### config.mk
export PLATFORM = sky130hd
export DESIGN_NAME = fft_ctrl_flat
export DESIGN_NICKNAME = d
export VERILOG_FILES = /design/src/rtl/fft_pkg.sv /design/src/rtl/fft_ctrl_if.sv /design/src/rtl/fft_addr_rot.sv /design/src/rtl/fft_ctrl.sv /design/src/flat_wrapper.sv
export SDC_FILE = /design/constraint.sdc
export NUM_CORES = 1
export LEC_CHECK = 0
export ABC_AREA = 1
export CORE_MARGIN = 5
export CORE_UTILIZATION = 53
export DETAILED_ROUTE_END_ITERATION = 8
export PLACE_DENSITY = 0.8
export SETUP_SLACK_MARGIN = 0.1
export SLEW_MARGIN = 10
export SYNTH_ARGS = -nofsm -noshare
export SYNTH_HDL_FRONTEND = slang
export SYNTH_HIERARCHICAL = 1
export SYNTH_SLANG_ARGS = --single-unit
export TNS_END_PERCENT = 20
### constraint.sdc
create_clock -name clk -period 1.7 [get_ports clk]
set_input_delay 0.34 -clock clk [delete_from_list [all_inputs] [get_ports clk]]
set_output_delay 0.34 -clock clk [all_outputs]
set_load 0.01 [all_outputs]
### src/rtl/fft_pkg.sv
// Shared sizes, FSM state encoding and helpers for the 32-point FFT address controller.
// FFT_CTRL_UNLOAD_EN adds the UNLOAD state (bit-reversed result unload).
package fft_pkg;

  localparam int N_PTS      = 32;
  localparam int ADDR_W     = 5;
  localparam int J_W        = 4;
  localparam int STAGE_W    = 3;
  localparam int NUM_STAGES = 5;

  typedef enum logic [2:0] {
    S_IDLE   = 3'd0,
    S_RUN    = 3'd1,
    S_FLUSH  = 3'd2,
`ifdef FFT_CTRL_UNLOAD_EN
    S_UNLOAD = 3'd3,
`endif
    S_DONE   = 3'd4
  } fft_state_t;

  function automatic logic [ADDR_W-1:0] bit_rev5(input logic [ADDR_W-1:0] x);
    logic [ADDR_W-1:0] r;
    for (int k = 0; k < ADDR_W; k++) r[k] = x[ADDR_W-1-k];
    return r;
  endfunction

endpackage

### src/rtl/fft_ctrl_if.sv
// Bus between the FFT controller and its memory/butterfly datapath.
// FFT_CTRL_UNLOAD_EN enables the out_valid/out_addr unload traffic.
interface fft_ctrl_if;
  import fft_pkg::*;

  // Strobes carry no ready: rd_en, wr_en and out_valid each qualify their
  // address fields in the same cycle, and the datapath must accept every one.
  // stall is the only back-pressure; while high no strobe is raised.
  logic                start;
  logic                stall;
  logic                rd_en;
  logic [ADDR_W-1:0]   rd_addr_a;
  logic [ADDR_W-1:0]   rd_addr_b;
  logic [J_W-1:0]      tw_addr;
  logic                wr_en;
  logic [ADDR_W-1:0]   wr_addr_a;
  logic [ADDR_W-1:0]   wr_addr_b;
  logic [STAGE_W-1:0]  stage;
  logic                busy;
  logic                done;
  logic                out_valid;
  logic [ADDR_W-1:0]   out_addr;
  fft_state_t          fsm_state;

  modport master (
    input  start, stall,
    output rd_en, rd_addr_a, rd_addr_b, tw_addr, wr_en, wr_addr_a, wr_addr_b,
           stage, busy, done, out_valid, out_addr, fsm_state
  );

  modport slave (
    output start, stall,
    input  rd_en, rd_addr_a, rd_addr_b, tw_addr, wr_en, wr_addr_a, wr_addr_b,
           stage, busy, done, out_valid, out_addr, fsm_state
  );

endinterface

### src/rtl/fft_addr_rot.sv
// Butterfly operand addresses and twiddle index for stage i, butterfly j.
// No configuration macros.
module fft_addr_rot
  import fft_pkg::*;
(
    input  logic [STAGE_W-1:0] i,
    input  logic [J_W-1:0]     j,
    output logic [ADDR_W-1:0]  a,
    output logic [ADDR_W-1:0]  b,
    output logic [J_W-1:0]     tw
);

    logic [2*ADDR_W-1:0] dbl_a;
    logic [2*ADDR_W-1:0] dbl_b;
    logic [J_W-1:0]      mask;

    // Shifting a doubled copy left by i leaves the 5-bit rotation in the top half.
    always_comb begin
        dbl_a = {2{j, 1'b0}} << i;
        dbl_b = {2{j, 1'b1}} << i;
        a     = dbl_a[2*ADDR_W-1:ADDR_W];
        b     = dbl_b[2*ADDR_W-1:ADDR_W];
        case (i)
            3'd0:    mask = 4'h0;
            3'd1:    mask = 4'h8;
            3'd2:    mask = 4'hC;
            3'd3:    mask = 4'hE;
            default: mask = 4'hF;
        endcase
        tw = j & mask;
    end

endmodule

### src/rtl/fft_ctrl.sv
// Radix-2 32-point FFT sequencer: issues butterfly reads, tracks write-back latency.
// FFT_CTRL_UNLOAD_EN adds a 32-cycle bit-reversed unload before DONE.
module fft_ctrl
  import fft_pkg::*;
#(
    parameter int BF_LAT = 3
) (
    input logic       clk,
    input logic       rst_n,
    fft_ctrl_if.master bus
);

    localparam logic [2:0]         FLUSH_LAST = 3'(BF_LAT - 1);
    localparam logic [STAGE_W-1:0] LAST_STAGE = STAGE_W'(NUM_STAGES - 1);
    localparam logic [J_W-1:0]     J_LAST     = '1;

    fft_state_t          state, state_nxt;
    logic [STAGE_W-1:0]  stage_q;
    logic [J_W-1:0]      j_q;
    logic [2:0]          flush_q;
    logic [BF_LAT-1:0]   pipe_v;
    logic [ADDR_W-1:0]   pipe_a [BF_LAT];
    logic [ADDR_W-1:0]   pipe_b [BF_LAT];
    logic [ADDR_W-1:0]   addr_a, addr_b;
    logic [J_W-1:0]      tw;
    logic                rd_issue, wr_issue;
`ifdef FFT_CTRL_UNLOAD_EN
    logic [ADDR_W-1:0]   unload_q;
`endif

    fft_addr_rot u_rot (.i(stage_q), .j(j_q), .a(addr_a), .b(addr_b), .tw(tw));

    always_comb begin
        state_nxt = state;
        case (state)
            S_IDLE:  if (bus.start) state_nxt = S_RUN;
            S_RUN:   if (j_q == J_LAST) state_nxt = S_FLUSH;
            S_FLUSH: begin
                if (flush_q == FLUSH_LAST) begin
                    if (stage_q < LAST_STAGE) state_nxt = S_RUN;
`ifdef FFT_CTRL_UNLOAD_EN
                    else                      state_nxt = S_UNLOAD;
`else
                    else                      state_nxt = S_DONE;
`endif
                end
            end
`ifdef FFT_CTRL_UNLOAD_EN
            S_UNLOAD: if (unload_q == ADDR_W'(N_PTS - 1)) state_nxt = S_DONE;
`endif
            S_DONE:  state_nxt = S_IDLE;
            default: state_nxt = S_IDLE;
        endcase
    end

    assign rd_issue = (state == S_RUN) && !bus.stall;
    assign wr_issue = pipe_v[BF_LAT-1] && !bus.stall;

    // A stall freezes everything at once, so every update sits under !stall.
    always_ff @(posedge clk or negedge rst_n) begin
        if (!rst_n) begin
            state   <= S_IDLE;
            stage_q <= '0;
            j_q     <= '0;
            flush_q <= '0;
            pipe_v  <= '0;
            for (int s = 0; s < BF_LAT; s++) begin
                pipe_a[s] <= '0;
                pipe_b[s] <= '0;
            end
`ifdef FFT_CTRL_UNLOAD_EN
            unload_q <= '0;
`endif
        end else if (!bus.stall) begin
            state <= state_nxt;
            case (state)
                S_IDLE: begin
                    stage_q <= '0;
                    j_q     <= '0;
                    flush_q <= '0;
                end
                S_RUN: j_q <= j_q + J_W'(1);
                S_FLUSH: begin
                    if (flush_q == FLUSH_LAST) begin
                        flush_q <= '0;
                        if (stage_q < LAST_STAGE) stage_q <= stage_q + STAGE_W'(1);
                    end else begin
                        flush_q <= flush_q + 3'd1;
                    end
                end
`ifdef FFT_CTRL_UNLOAD_EN
                S_UNLOAD: unload_q <= unload_q + ADDR_W'(1);
`endif
                S_DONE: stage_q <= '0;
                default: ;
            endcase
            pipe_v[0] <= rd_issue;
            pipe_a[0] <= addr_a;
            pipe_b[0] <= addr_b;
            for (int s = 1; s < BF_LAT; s++) begin
                pipe_v[s] <= pipe_v[s-1];
                pipe_a[s] <= pipe_a[s-1];
                pipe_b[s] <= pipe_b[s-1];
            end
        end
    end

    assign bus.rd_en     = rd_issue;
    assign bus.rd_addr_a = rd_issue ? addr_a : '0;
    assign bus.rd_addr_b = rd_issue ? addr_b : '0;
    assign bus.tw_addr   = rd_issue ? tw : '0;
    assign bus.wr_en     = wr_issue;
    assign bus.wr_addr_a = wr_issue ? pipe_a[BF_LAT-1] : '0;
    assign bus.wr_addr_b = wr_issue ? pipe_b[BF_LAT-1] : '0;
    assign bus.stage     = stage_q;
    assign bus.done      = (state == S_DONE) && !bus.stall;
    assign bus.fsm_state = state;
`ifdef FFT_CTRL_UNLOAD_EN
    assign bus.busy      = (state == S_RUN) || (state == S_FLUSH) || (state == S_UNLOAD);
    assign bus.out_valid = (state == S_UNLOAD) && !bus.stall;
    assign bus.out_addr  = bus.out_valid ? bit_rev5(unload_q) : '0;
`else
    assign bus.busy      = (state == S_RUN) || (state == S_FLUSH);
    assign bus.out_valid = 1'b0;
    assign bus.out_addr  = '0;
`endif

endmodule

### src/flat_wrapper.sv
// flat-port wrapper written by rule: the top's interface ports become plain ports
module fft_ctrl_flat import fft_pkg::*;
#(
    parameter int BF_LAT = 3
)
  (clk, rst_n, bus_start, bus_stall, bus_rd_en, bus_rd_addr_a, bus_rd_addr_b, bus_tw_addr, bus_wr_en, bus_wr_addr_a, bus_wr_addr_b, bus_stage, bus_busy, bus_done, bus_out_valid, bus_out_addr, bus_fsm_state);
  fft_ctrl_if bus_i ();
  input logic clk;
  input logic rst_n;
  input wire logic [$bits(bus_i.start)-1:0] bus_start;
  input wire logic [$bits(bus_i.stall)-1:0] bus_stall;
  output wire logic [$bits(bus_i.rd_en)-1:0] bus_rd_en;
  output wire logic [$bits(bus_i.rd_addr_a)-1:0] bus_rd_addr_a;
  output wire logic [$bits(bus_i.rd_addr_b)-1:0] bus_rd_addr_b;
  output wire logic [$bits(bus_i.tw_addr)-1:0] bus_tw_addr;
  output wire logic [$bits(bus_i.wr_en)-1:0] bus_wr_en;
  output wire logic [$bits(bus_i.wr_addr_a)-1:0] bus_wr_addr_a;
  output wire logic [$bits(bus_i.wr_addr_b)-1:0] bus_wr_addr_b;
  output wire logic [$bits(bus_i.stage)-1:0] bus_stage;
  output wire logic [$bits(bus_i.busy)-1:0] bus_busy;
  output wire logic [$bits(bus_i.done)-1:0] bus_done;
  output wire logic [$bits(bus_i.out_valid)-1:0] bus_out_valid;
  output wire logic [$bits(bus_i.out_addr)-1:0] bus_out_addr;
  output wire logic [$bits(bus_i.fsm_state)-1:0] bus_fsm_state;
  assign bus_i.start = bus_start;
  assign bus_i.stall = bus_stall;
  assign bus_rd_en = bus_i.rd_en;
  assign bus_rd_addr_a = bus_i.rd_addr_a;
  assign bus_rd_addr_b = bus_i.rd_addr_b;
  assign bus_tw_addr = bus_i.tw_addr;
  assign bus_wr_en = bus_i.wr_en;
  assign bus_wr_addr_a = bus_i.wr_addr_a;
  assign bus_wr_addr_b = bus_i.wr_addr_b;
  assign bus_stage = bus_i.stage;
  assign bus_busy = bus_i.busy;
  assign bus_done = bus_i.done;
  assign bus_out_valid = bus_i.out_valid;
  assign bus_out_addr = bus_i.out_addr;
  assign bus_fsm_state = bus_i.fsm_state;
  fft_ctrl #(.BF_LAT(BF_LAT)) u_core (.clk(clk), .rst_n(rst_n), .bus(bus_i));
endmodule
Word level (Yosys, flattened, before mapping)
Cells that the tools add are included.
- shift-type cells: 2
- muxes and demuxes: 17
- magnitude comparators: 1
- reduce and logical (&&, ||, !) cells: 15
- bitwise logic cells: 2
- eq/ne operators: 12
- add/subtract/negate cells: 3
- operators by type and width (cell ; number):
    3-bit two-way mux ; 7
    5-bit two-way mux ; 4
    10-bit by 3-bit << shifter with 10-bit output ; 2
    4-bit one-hot mux with 4 select lines ; 1
    3-bit by 2-bit == test with 1-bit output (second input constant) ; 4
    3-bit one-hot mux with 2 select lines ; 2
    3-bit one-hot mux with 3 select lines ; 1
    4-bit one-hot mux with 2 select lines ; 1
    4-bit AND reduction ; 2
    3-bit by 1-bit adder with 3-bit output (second input constant) ; 2
    3-bit by 1-bit == test with 1-bit output (second input constant) ; 2
    3-bit zero test ; 2
    2-bit by 1-bit != test with 1-bit output (second input constant) ; 3
    2-bit nonzero test ; 3
    4-bit by 1-bit adder with 4-bit output (second input constant) ; 1
    4-bit bitwise AND ; 1
    4-bit == test (second input constant) ; 1
    4-bit two-way mux ; 1
    2-bit AND reduction ; 2
    3-bit == test (second input constant) ; 1
    1-bit logical AND ; 3
    3-bit less-than comparator (second input constant) ; 1
    2-bit != test (second input constant) ; 1
    2-bit OR reduction ; 1
    3 further kinds ; 3
- word-level logic and storage cells: 63
- output and inout bits: 40
- register bits: 46
- input bits: 4

Logic depth before layout (Yosys ltp)
Gate-level depths: netlist of the first run.
- word-level depth: 4
- gate-level depth with buffers: 10
- depth with buffers taken out: 8

Modules after synthesis
The synthesis of the first run kept the hierarchy.
- by module, submodules not included (module ; area an instance (sq um) ; times used ; sequential area each (sq um) ; cells an instance):
    fft_ctrl ; 2148.3 ; 1 ; 1151.1 ; 264
    fft_addr_rot ; 382.9 ; 1 ; 0.0 ; 80

Worst setup path before layout of the first run
No wires, ideal clock.
- path kind: flip-flop to output port
- from: register u_core.stage_q[0], in the netlist u_core/bus.stage[0]
- to: output bus_rd_addr_a[3]
- stages on the path, launching flop included: 10
- data required time: 1.360 ns
- setup slack: 0.083 ns
- data arrival time: 1.277 ns
- buffers on the path: 2
- path through: dfrtp_1 > buf_6 > inv_4 > buf_6 > nand2_1 > nand3_1 > nand3_1 > nand2_1 > nand2_1 > nor2_1
- word-level cells in the longest chain between the ends: 2
- RTL lines (what ; line ; text):
    start, declared ; fft_ctrl.sv:18 ; logic [STAGE_W-1:0] stage_q;
    start signal, assigned ; fft_ctrl.sv:86 ; if (stage_q < LAST_STAGE) stage_q <= stage_q + STAGE_W'(1);
    10-bit by 3-bit << shifter with 10-bit output ; fft_addr_rot.sv:19 ; dbl_a = {2{j, 1'b0}} << i;
    via u_core.addr_a[3] ; fft_ctrl.sv:24 ; logic [ADDR_W-1:0] addr_a, addr_b;
    5-bit two-way mux ; fft_ctrl.sv:109 ; assign bus.rd_addr_a = rd_issue ? addr_a : '0;
    end, declared ; flat_wrapper.sv:13 ; output wire logic [$bits(bus_i.rd_addr_a)-1:0] bus_rd_addr_a;
The timed path passes the listed nets, and every way through them passes these cells.

Final worst setup path of the first run
- from: register u_core.stage_q[1], in the netlist u_core/bus.stage[1]
- to: output bus_rd_addr_b[2]
- word-level cells in the longest chain between the ends: 2
- RTL lines (what ; line ; text):
    10-bit by 3-bit << shifter with 10-bit output ; fft_addr_rot.sv:20 ; dbl_b = {2{j, 1'b1}} << i;
    via u_core.addr_b[2] ; fft_ctrl.sv:24 ;
    5-bit two-way mux ; fft_ctrl.sv:110 ; assign bus.rd_addr_b = rd_issue ? addr_b : '0;
    end, declared ; flat_wrapper.sv:14 ; output wire logic [$bits(bus_i.rd_addr_b)-1:0] bus_rd_addr_b;
The timed path passes the listed nets, and every way through them passes these cells.

==> impl_metrics.toml, run 1 <==
[outcome]
status = "finished with violations"
violations = "negative setup slack"

[worst_setup_path]
critPathRequiredTime_ps = 1360
critPathLaunchType = "flip-flop"
cp_max_fo = 5
critPathKind = "reg2out"
rrSetupSlack_ps = -270
cpMostUsedCell = "nand2_1"
cp-end-kind = "primary output"
crit_arrival_ps = 1660
r2r-end = "u_core/pipe_b[12]$_DFFE_PN0N_"
cp_cell_sequence = "buf_12 -> clkinv_8 -> buf_8 -> nand3_4 -> nand2_1 -> nand2_1 -> nand2_1 -> nand2_2 -> nor2_1 -> buf_2"
r2r_start = "u_core/bus.stage[1]$_DFFE_PN0P_"
ff2ff_path_depth = 15
slowest_stage = "dfrtp_2"
max_stage_delay_ps = 450

[layout]
drive_above_1_share = 0.356
multi_input_area_um2 = 1200
nNetsFinal = 438
stdcell_count = 487
syn2layout_area_growth_pct = 38.1
antenna_cells = 0
nFillCells = 367
fin_area_um2 = 3500
seqCellArea_um2 = 1160

[clocking]
htree_levels = 2
clk_latency_ps = 300
clk_pin_slew_ps = 90
clockBufferDepth = 2
root_buffer = "clkbuf_8"
cts.sinks = 46
cts_buffers = 5
cts_tree = "built"

[route]
ant_nets = 0
avgViaCountPerCell = 5.03
vias = 2452
wl_met1_mm = 2.72
wl_mm = 6.58
drcViolationCount = 0
first_pass_iters = 4
route.met2.wl_mm = 3.41
wl_per_cell_um = 13.5
drt_iter0_drc = 160
routed.top_layer = "met4"
dr_wl_met3_um = 271

[floorplanning]
initial_utilization = 0.539
fp.dieW_um = 79.1
ioPinCount = 44
rows = 25
die_y_um = 79.1
fp.coreArea_um2 = 4690
dieArea_um2 = 6260

[synth]
synth.most_common_cell = "nand2_1"
synth_area_leaders = "dfrtp_1 45%, nand2_1 16%, o21ai_0 7.1%"
synth_largest_area_cell = "dfrtp_1"
syn_area_um2 = 2530
async_reset_ff_frac = 1.00
seq_area_frac_synth = 0.455
synth_common_cells = "107 x nand2_1, 46 x dfrtp_1, 44 x inv_1"
syn-instance-count = 344
synth_warnings = 6
ys_seq_elements = 46
synthFlopType = "dfrtp_1"
synth.distinct_cells = 31
netlist.area_leader.share = 0.455
synth-edff-count = 0
syn_avg_cell_area_um2 = 7.36

[sta]
min_period_ps = 2000
whs_ps = 478
setup_ws_ps = -298
max_freq_mhz = 501
setup_viol = 16
hold_viol = 0
clock_skew_ps = 9.89
final_max_slew_viol_count = 0
post-route-period-util = 1.18
rsz0062_at_grt = "true"

[worst_hold_path]
hp-start = "u_core/pipe_v[1]$_DFFE_PN0N_"
hold_depth = 2
hold_path.class = "reg2reg"
min_to = "u_core/pipe_v[2]$_DFFE_PN0N_"

[place]
dpl.cell_count = 463
dpl_worst_slack_ps = -487
hpwlAfterDp_mm = 4.28
place_congestion = 0.838
numPortBuffers = 37
dpl_cell_area_um2 = 3220

[flow_run]
drv_cap = 0

[global_route]
grt_pass1_vias = 2507
grt_overflow = 0
grt_antenna_before_repair = 0
grt_pass1_wl_mm = 11.0
grt_max_degree = 31
grtUsageTotal = 0.224

[power]
power_uw = 5630
p_leak_uw = 0.00180
ir_worst_vdd_v = 0.000938
power.density_nw_per_um2 = 1610
cell usage in the layout (no fill, tap or decap), drive strengths merged:
| master | netlist | layout |
|---|---|---|
| a211oi | 1 | 1 |
| a21oi | 3 | 3 |
| buf | 19 | 80 |
| clkbuf | 2 | 14 |
| clkdlybuf4s15 | 0 | 3 |
| clkdlybuf4s50 | 0 | 1 |
| clkinv | 1 | 2 |
| clkinvlp | 0 | 1 |
| conb | 1 | 6 |
| dfrtp | 46 | 46 |
| dlygate4sd2 | 0 | 4 |
| dlygate4sd3 | 0 | 1 |
| ha | 2 | 2 |
| inv | 48 | 48 |
| nand2 | 110 | 110 |
| nand3 | 19 | 19 |
| nand4 | 2 | 2 |
| nor2 | 40 | 40 |
| nor3 | 3 | 3 |
| o21ai | 41 | 41 |
| o22ai | 1 | 1 |
| or2 | 3 | 3 |
| xnor2 | 1 | 1 |
| xor2 | 1 | 1 |
registers in the layout (all words and copies together) (netlist names):
signal                cells
u_core/pipe_v             3
u_core/j_q                4
u_core/pipe_b            15
u_core/pipe_a            15
u_core/bus.fsm_state      3
u_core/bus.stage          3
u_core/flush_q            3
final cells by class:
| cell class | count | area share |
|---|---|---|
| Clock buffer | 6 | 0.0236 |
| Clock inverter | 2 | 0.00358 |
| Sequential cell | 46 | 0.331 |
| Inverter | 49 | 0.0576 |
| Multi-Input combinational cell | 233 | 0.343 |
| Timing Repair Buffer | 97 | 0.222 |
| Tap cell | 54 | 0.0193 |
critical path, delay by kind of cell, from the launching register on:
family / cells / cell delay [ps]
buffers and inverters: 4 / 460
and+or+nand+nor: 6 / 450
DFF: 1 / 450
metal layers:
| layer | GRT usage | up-vias |
|---|---|---|
| met5 | 0 | - |
| met4 | 0.108 | 0 |
| met3 | 0.0397 | 17 |
| met2 | 0.396 | 65 |
| met1 | 0.262 | 1151 |
| li1 | - | 1219 |
stage by stage:
stage | setup TNS (ps) | util
after global routing | -4440 | 0.745
after detailed placement | -12380 | 0.687
final | -2960 | 0.745
after global placement | -12150 | 0.687
after floorplan | 0 | -
after CTS | -2670 | 0.740
report_power, final:
group	total, µW	switching (µW)	internal [µW]
registers	1710	227	1490
clock network	698	371	327
logic	3220	1790	1430
logic make-up (layout without fill, tap and decap cells):
family                   Yosys count  after routing  share of synthesized area
AO/OA/AOI/OAI                     46             46                     0.0939
XOR/XNOR                           2              2                    0.00692
adder cells (fa/ha/maj)            2              2                    0.00988
buffers and inverters             70            154                      0.133
flip-flops                        46             46                      0.455
other                              1              6                    0.00148
AND/OR/NAND/NOR                  177            177                      0.300
worst max-delay path by stage:
stage | start | to | cells past startpoint
after floorplan | u_core/bus.stage[0]$_DFFE_PN0P_ | bus_rd_addr_b[3] | 9
after global placement | bus_stall | bus_tw_addr[2] | 6
after detailed placement | bus_stall | bus_tw_addr[0] | 6
after CTS | u_core/bus.stage[1]$_DFFE_PN0P_ | bus_rd_addr_b[2] | 10
after global routing | u_core/bus.stage[1]$_DFFE_PN0P_ | bus_rd_addr_a[2] | 10
final | u_core/bus.stage[1]$_DFFE_PN0P_ | bus_rd_addr_b[2] | 10
repair_timing:
action | 4_1_cts | 5_1_grt
pin swaps | 20 | 14
endpoints found under the setup margin | 34 | 35
buffers inserted | 13 | 2
hold buffers | 1 | 0
hold endpoints to repair | 16 | 0
gates resized for setup | 129 | 43
Power figures use the tool's default switching activity.
==> run 2: changes to the inputs <==
--- a/config.mk
+++ b/config.mk
@@ -5,7 +5,6 @@
 export SDC_FILE = /design/constraint.sdc
 export NUM_CORES = 1
 export LEC_CHECK = 0
-export ABC_AREA = 1
 export CORE_MARGIN = 5
 export CORE_UTILIZATION = 53
 export DETAILED_ROUTE_END_ITERATION = 8
==> run 2 against run 1 <==
The run still ends with negative setup slack left. Synthesized area rose by 2.6%. Sequential share of layout area fell by 3.1 points. First-iteration DRC count rose by 77%. Core utilization rose by 6.8 points. Die area rose by 2.3%. Register-to-register slack got worse by 300 ps. Clock-buffer cell count did not move. Wire length rose by 27%. Sequential power rose by 16%. Global-route usage rose by 3.0 points. Highest routed layer unchanged.
==> impl_metrics.toml, run 2 <==
[outcome]
status = "finished with violations"
violations = "negative setup slack"

[synth]
syn-instance-count = 261
synth_common_cells = "46 x dfrtp_1, 41 x nand2_1, 25 x mux2_2"
synthFlopType = "dfrtp_1"
synth.distinct_cells = 49
ys_seq_elements = 46
synth_warnings = 6
synth.most_common_cell = "dfrtp_1"
netlist.area_leader.share = 0.443
synth_area_leaders = "dfrtp_1 44%, mux2_2 11%, nand2_1 5.9%"
syn_area_um2 = 2600
async_reset_ff_frac = 1.00
synth_largest_area_cell = "dfrtp_1"
seq_area_frac_synth = 0.443
syn_avg_cell_area_um2 = 9.95
synth-edff-count = 0

[route]
vias = 2494
wl_per_cell_um = 19.2
first_pass_iters = 5
avgViaCountPerCell = 5.71
drt_iter0_drc = 283
wl_mm = 8.38
drcViolationCount = 0
ant_nets = 0

[sta]
setup_viol = 17
post-route-period-util = 1.36
max_freq_mhz = 433
timing.setup.tns_ps = -7040
rsz0062_at_grt = "true"
min_period_ps = 2310
final_max_slew_viol_count = 0
hold_viol = 0
setup_ws_ps = -609
clock_skew_ps = 12.4

[global_route]
met3_usage = 0.0463
grt_max_degree = 32
grtUsageTotal = 0.254
grt_antenna_before_repair = 0
grt_pass1_wl_mm = 12.5
grt.busiest_layer = "met2"
use_met1 = 0.298
grt_overflow = 0
grt_pass1_vias = 2491
met2_usage = 0.445

[worst_setup_path]
max_stage_delay_ps = 470
slowest_stage = "dfrtp_2"
critPathLaunchType = "flip-flop"
cp_cell_sequence = "buf_6 -> buf_6 -> mux2i_1 -> a2bb2o_4 -> nor2_1 -> nand2_1 -> nor2_2 -> buf_2"
cpMostUsedCell = "buf_6"
critPathKind = "reg2out"
crit_arrival_ps = 1970
critPathRequiredTime_ps = 1360
cp-end-kind = "primary output"
cp_max_fo = 9

[layout]
nNetsFinal = 375
antenna_cells = 0
syn2layout_area_growth_pct = 48.9
nFillCells = 283
fin_util = 0.813
reg_top3 = "u_core/pipe_a x15, u_core/pipe_b x15, u_core/j_q x4"
final_common_cell = "buf_4"
final_cell_mix = "50 x buf_4, 41 x dfrtp_1, 37 x nand2_1"
drive_above_1_share = 0.522

[floorplanning]
initial_utilization = 0.546
ioPinCount = 44
fp.dieW_um = 80.0
dieArea_um2 = 6400
fp.coreArea_um2 = 4750
die_y_um = 80.0
rows = 25

[clocking]
clk_pin_slew_ps = 100
cts_buffers = 5
cts_tree = "built"
clk_latency_ps = 310
htree_levels = 2
root_buffer = "clkbuf_8"
cts.sinks = 46
clockBufferDepth = 2

[power]
ir_worst_vdd_v = 0.000979
power.density_nw_per_um2 = 1990
p_leak_uw = 0.00188

[flow_run]
drv_cap = 0

[place]
hpwlAfterDp_mm = 4.10
numPortBuffers = 37
place_congestion = 0.845

[worst_hold_path]
hold_path.class = "in2async"
[run 2: cell count changes after synthesis, moves of 6 or more]
cell	delta
mux2i_1	+6
nor2_1	-15
nand2_1	-66
nor2b_1	+6
and2_1	+17
o21ai_0	-26
mux2_2	+25
nand3_1	-13
inv_1	-40
[run 2: cell families after synthesis]
| group | after synthesis | share of synthesized area |
|---|---|---|
| DFF | 46 | 0.443 |
| xor gates and xnor gates | 3 | 0.0101 |
| adders and majority gates | 2 | 0.00964 |
| other | 1 | 0.00144 |
| and+or+nand+nor | 110 | 0.214 |
| buffers and inverters | 28 | 0.0636 |
| muxes | 34 | 0.149 |
| AOI/OAI and AO/OA | 37 | 0.109 |
[run 2: timing repair]
item,in CTS,in global routing
setup buffers,30,3
gates resized for setup,166,35
endpoints found under the setup margin,44,47
cloned,0,0
pin swaps,21,12
hold buffers,1,0
endpoints found under the hold margin,16,0
[run 2: stage by stage]
step	hold slack, ps	power, µW	instance area, µm²	setup WS [ps]	cells
global route	506	8100	3860	-662	437
detailed placement	301	5340	3330	-563	396
CTS	484	6900	3730	-472	435
finish	487	7710	3860	-609	437
floorplan	44.4	3930	2650	5.33	266
global placement	293	5200	3330	-509	396
[run 2: final timing paths]
| check | cells past startpoint | slack [ps] | end | start |
|---|---|---|---|---|
| setup / recovery | 8 | -610 | bus_rd_addr_b[2] | u_core/bus.stage[1]$_DFFE_PN0P_ |
| hold / removal | 2 | 490 | u_core/j_q[3]$_DFFE_PN0P_ | rst_n |
| setup reg to reg | 13 | -570 | u_core/pipe_b[12]$_DFFE_PN0N_ | u_core/bus.stage[1]$_DFFE_PN0P_ |
| hold reg to reg | 2 | 490 | u_core/pipe_a[14]$_DFFE_PN0N_ | u_core/pipe_a[14]$_DFFE_PN0N_ |
| max in group asynchronous | 3 | 720 | u_core/pipe_b[1]$_DFFE_PN0N_ | rst_n |
| min in group clk | 2 | 490 | u_core/pipe_a[14]$_DFFE_PN0N_ | u_core/pipe_a[14]$_DFFE_PN0N_ |
[run 2: layout make-up]
class	count	area, µm²	share of cell area
clock buffers	6	72.6	0.0188
multi-input cells	192	1520	0.394
well taps	67	83.8	0.0217
inverters	4	15.0	0.00388
clock inverters	2	37.5	0.00971
flip-flops and latches	46	1160	0.299
repair buffers	120	975	0.252
[run 2: layer usage]
| metal | share of wire | vias up |
|---|---|---|
| met2 | 0.50 | 142 |
| li1 | - | 1101 |
| met5 | 0 | - |
| met4 | 0.054 | 0 |
| met3 | 0.064 | 50 |
| met1 | 0.38 | 1201 |
[run 2: where the power goes]
part | internal [µW] | switching, µW
Sequential | 1600 | 393
Combinational | 2570 | 2320
Clock | 439 | 391
[run 2: worst max-delay path, delay by kind of cell (launching register included)]
kind | cells | cell delay [ps]
flops | 1 | 470
buf+inv | 3 | 420
simple gates | 3 | 370
compound gates | 1 | 260
mux | 1 | 140
==> run 3: changes to the inputs <==
--- a/config.mk
+++ b/config.mk
@@ -5,12 +5,12 @@
 export SDC_FILE = /design/constraint.sdc
 export NUM_CORES = 1
 export LEC_CHECK = 0
+export CAP_MARGIN = 20
 export CORE_MARGIN = 5
 export CORE_UTILIZATION = 53
 export DETAILED_ROUTE_END_ITERATION = 8
 export PLACE_DENSITY = 0.8
 export SETUP_SLACK_MARGIN = 0.1
-export SLEW_MARGIN = 10
 export SYNTH_ARGS = -nofsm -noshare
 export SYNTH_HDL_FRONTEND = slang
 export SYNTH_HIERARCHICAL = 1
==> results of run 3 <==
Same layout as run 2: the final DEF is identical, and so are final timing and power.
